==> config.mk <==
export PLATFORM = sky130hd
export DESIGN_NAME = param_register_flat
export DESIGN_NICKNAME = d
export VERILOG_FILES = /design/src/rtl/param_register_if.sv /design/src/rtl/param_register.sv /design/src/flat_wrapper.sv
export SDC_FILE = /design/constraint.sdc
export NUM_CORES = 1
export LEC_CHECK = 0
export ABC_AREA = 0
export CAP_MARGIN = 20
export CORE_MARGIN = 4
export CORE_UTILIZATION = 64
export CTS_CLUSTER_DIAMETER = 30
export CTS_CLUSTER_SIZE = 24
export DETAILED_ROUTE_END_ITERATION = 10
export DONT_BUFFER_PORTS = 1
export PLACE_DENSITY = 0.8
export SLEW_MARGIN = 20
export SYNTH_ARGS = -nofsm -noshare
export SYNTH_HDL_FRONTEND = slang
export SYNTH_SLANG_ARGS = --single-unit
==> constraint.sdc <==
create_clock -name clk -period 1.6 [get_ports clk]
set_input_delay 0.32 -clock clk [delete_from_list [all_inputs] [get_ports clk]]
set_output_delay 0.32 -clock clk [all_outputs]
set_load 0.03 [all_outputs]
==> src/rtl/param_register_if.sv <==
// Data/enable bundle for a param_register: the master side writes words in,
// the slave side (the register) presents the stored word back.
interface param_register_if #(
  parameter int unsigned Size = 32
);
  logic [Size-1:0] data_i;
  logic            load;
  logic [Size-1:0] data_o;

  modport master (
    output data_i,
    output load,
    input  data_o
  );

  modport slave (
    input  data_i,
    input  load,
    output data_o
  );
endinterface

==> src/rtl/param_register.sv <==
// Loadable N-bit word register with a synchronous active-low reset.
// The output comes straight from the flops; data_i never reaches data_o combinationally.
module param_register #(
  parameter int unsigned     Size     = 32,
  parameter logic [Size-1:0] ResetVal = '0
) (
  input  logic               clk,
  input  logic               reset,
  param_register_if.slave    bus
);

  logic [Size-1:0] data_q;

  // Reset wins over load on the same edge; without either, the word is held.
  always_ff @(posedge clk) begin
    if (!reset) begin
      data_q <= ResetVal;
    end else if (bus.load) begin
      data_q <= bus.data_i;
    end
  end

  assign bus.data_o = data_q;

endmodule

==> src/flat_wrapper.sv <==
// flat-port wrapper written by rule: the top's interface ports become plain ports
module param_register_flat 
#(
  parameter int unsigned     Size     = 32,
  parameter logic [Size-1:0] ResetVal = '0
)
  (clk, reset, bus_data_i, bus_load, bus_data_o);
  param_register_if #(.Size(Size)) bus_i ();
  input  logic clk;
  input  logic reset;
  input wire logic [$bits(bus_i.data_i)-1:0] bus_data_i;
  input wire logic [$bits(bus_i.load)-1:0] bus_load;
  output wire logic [$bits(bus_i.data_o)-1:0] bus_data_o;
  assign bus_i.data_i = bus_data_i;
  assign bus_i.load = bus_load;
  assign bus_data_o = bus_i.data_o;
  param_register #(.Size(Size), .ResetVal(ResetVal)) u_core (.clk(clk), .reset(reset), .bus(bus_i));
endmodule
==> results list <==
- For this run, the register share of the synthesized area comes to 51.5%.
- The H-tree was split into 2 levels.
- Number of nets in the synthesized netlist: 138
- Post-CTS timing repair inserted 0 buffers for setup.
- Setup repair after global routing left no endpoint under its margin.
- Weighted congestion at the end of routability-driven global placement: 0.612
- Maximum number of pins on one net before global-route repair: 33
- The register with the most flip-flops in the layout has 32 of them.
- The finished cells cover 1260 um2.
- Total of endpoints with negative setup slack in the final report: 0
- The floorplan step defined a core boundary enclosing 1780 um2.
* Resized cells post-CTS: 0
* Tcrit/Tclk final: 72.4%
- Counting the buffers created by CTS gives 5.
- CTS tree: done
- Clk sink count: 32
- Highest net fanout along the worst path: 2
- At the worst endpoint, the required time is 1280 ps.
- The post-route netlist has 6.80% of its cells at a drive strength greater than 1.
* Synthesized instance count: 103
* DRC violation total after the first TritonRoute iteration: 2
- Average wire per cell in the routed design: 14.9 um
- TNS Setup: 0 ps
- Critical path arrival: 840 ps
- The cell area that synthesis handed to floorplanning was 1240 um2.
- The worst-case IR drop observed on VDD is 0.754 mV.
- Antenna diodes: 0
- In this run the number of cells on the critical path is 0.
- For the final database, setup skew stands at 0 ps.
* DRC viols: 0
- Detailed placement HPWL: 1390 um
- The flow ran to the end, and the final reports show no timing, DRC or antenna violations.
* Die Y-Extent: 52.1 um
- Compared with the post-synthesis result, the final layout area differs by 1.11%.
* Hold/Removal Path Class: input port to flop
- The total overflow left after global routing is 0.
* Worst-case reg-to-reg path depth: 2
* Final max-slew violation count: 0
* Cell Pwr Density: 1220 nW/um2
- Counting flops and latches in the post-synthesis netlist gives 32.
* Endpoint kind of the worst setup timing path: output port
- During I/O placement, the number of pins put on the boundary was 67.
- For this configuration, the core starts out at a cell density of 69.8%.
- Max cap viols: 0
- Cells on Worst Hold Path: 1
* GRT Total Usage: 16.5%
* Routed wire length: 1910 um
* Number of global-route vias before repair: 734
* Final Net Count: 138
- Average cell area after synthesis: 12.1 um2
- Across all hold checks on the routed design, the worst slack comes to 138 ps.
- The routed design could run at a clock period as short as 1160 ps.
- Clock slew seen by the registers of the worst setup and hold paths: 90 ps
- Leakage dissipation: 0.000546 uW
* Antenna violations before repair: 0
- Post-DRT Antenna Nets: 0
- In this run the deepest clock path goes through 2 buffers.
* Top post-synthesis cells by area: dfxtp_1 52%, mux2i_1 26%, nor2b_1 16%
- The worst setup path is launched from a flop.
* Area after DPL: 1190 um2
* Setup Crit Path Kind: flop to output port
* Final hold vios: 0
- Slew at the pin closest to its max-slew limit: 344 ps
- For this run, the top clock speed supported by timing is 0.863 GHz.
- Width of the die: 52.1 um
* Vias/cell: 5.22
- Relative slew slack: 77.0%
- The later pin in the worst-skew pair is clocked with a latency of 310 ps.
* Number of port buffers: 0
- In this run the clock root is driven by a clkbuf_4.
* Total Die Area: 2710 um2
- The detailed router placed 668 vias in this run.
- Of all cell types, the one taking the most synthesized area is dfxtp_1.
- For this run, the detailed router's first-pass iteration total came to 2.
- Hold_buf cts: 0
* Post-synth top area share: 51.5%
- Global-route wire length before repair: 3130 um
- In this run, distinct cell masters in the synthesized netlist total 6.
* Count of yosys warnings during synthesis: 0
- The floorplan has 15 rows.
## power by group
part / total, uW / leakage [uW] / internal (uW) / switching (uW)
sequential: 968 / 0.000264 / 844 / 124
clock: 483 / 0.0000374 / 249 / 234
combinational: 84.8 / 0.000244 / 60.2 / 24.5
## metrics by stage
step                      util [%]  power (uW)  worst slack (ps)  std cells
final                         70.5        1540               441        128
after global routing          70.5        1630               370        128
after CTS                     70.5        1570               414        128
after detailed placement      66.9        1070               774        121
after global placement        66.9        1070               779        121
after floorplan                  -        1100               692        103
## layer usage
layer | part of all wire, % | global-route usage [%] | vias to the layer above
met5 | 0 | 0 | -
met4 | 0.52 | 9.17 | 0
met3 | 14 | 10.6 | 2
met2 | 46 | 24.7 | 38
met1 | 39 | 17.4 | 288
li1 | - | - | 340
## worst register-to-register path, cell delays in order, from the launching register on
cell and delay [ps]:
dfxtp_1 520, mux2i_1 130, nor2b_1 130
## cell families (layout without fill, tap and decap cells)
group | Yosys count | after routing | synth area share (%)
multiplexers | 32 | 32 | 25.8
AND/OR/NAND/NOR | 32 | 32 | 16.1
flip-flops | 32 | 32 | 51.5
buffers and inverters | 7 | 7 | 6.64
## Yosys cell counts
cell type	number
buf_6	1
nor2b_1	32
dfxtp_1	32
mux2i_1	32
clkbuf_1	3
buf_12	3
## cell usage in the layout, fill, tap and decap left out
master / n
mux2i_1: 32
dfxtp_1: 32
nor2b_1: 32
clkbuf_8: 2
clkbuf_4: 5
## final cells by class
| type | count | area [um2] |
|---|---|---|
| tap | 25 | 31.3 |
| sequential | 32 | 641 |
| multi-input combinational | 64 | 520 |
| clock buffer | 7 | 65.1 |
| fill | 138 | 526 |
## worst paths after layout
kind,from,to,slack [ps]
setup / recovery,u_core.bus.data_o[24]$_SDFFE_PN0P_,bus_data_o[24],440
setup reg to reg,u_core.bus.data_o[12]$_SDFFE_PN0P_,u_core.bus.data_o[12]$_SDFFE_PN0P_,760
hold / removal,reset,u_core.bus.data_o[22]$_SDFFE_PN0P_,140
hold reg to reg,u_core.bus.data_o[16]$_SDFFE_PN0P_,u_core.bus.data_o[16]$_SDFFE_PN0P_,670
No activity file was read; power rests on OpenSTA's default activity.
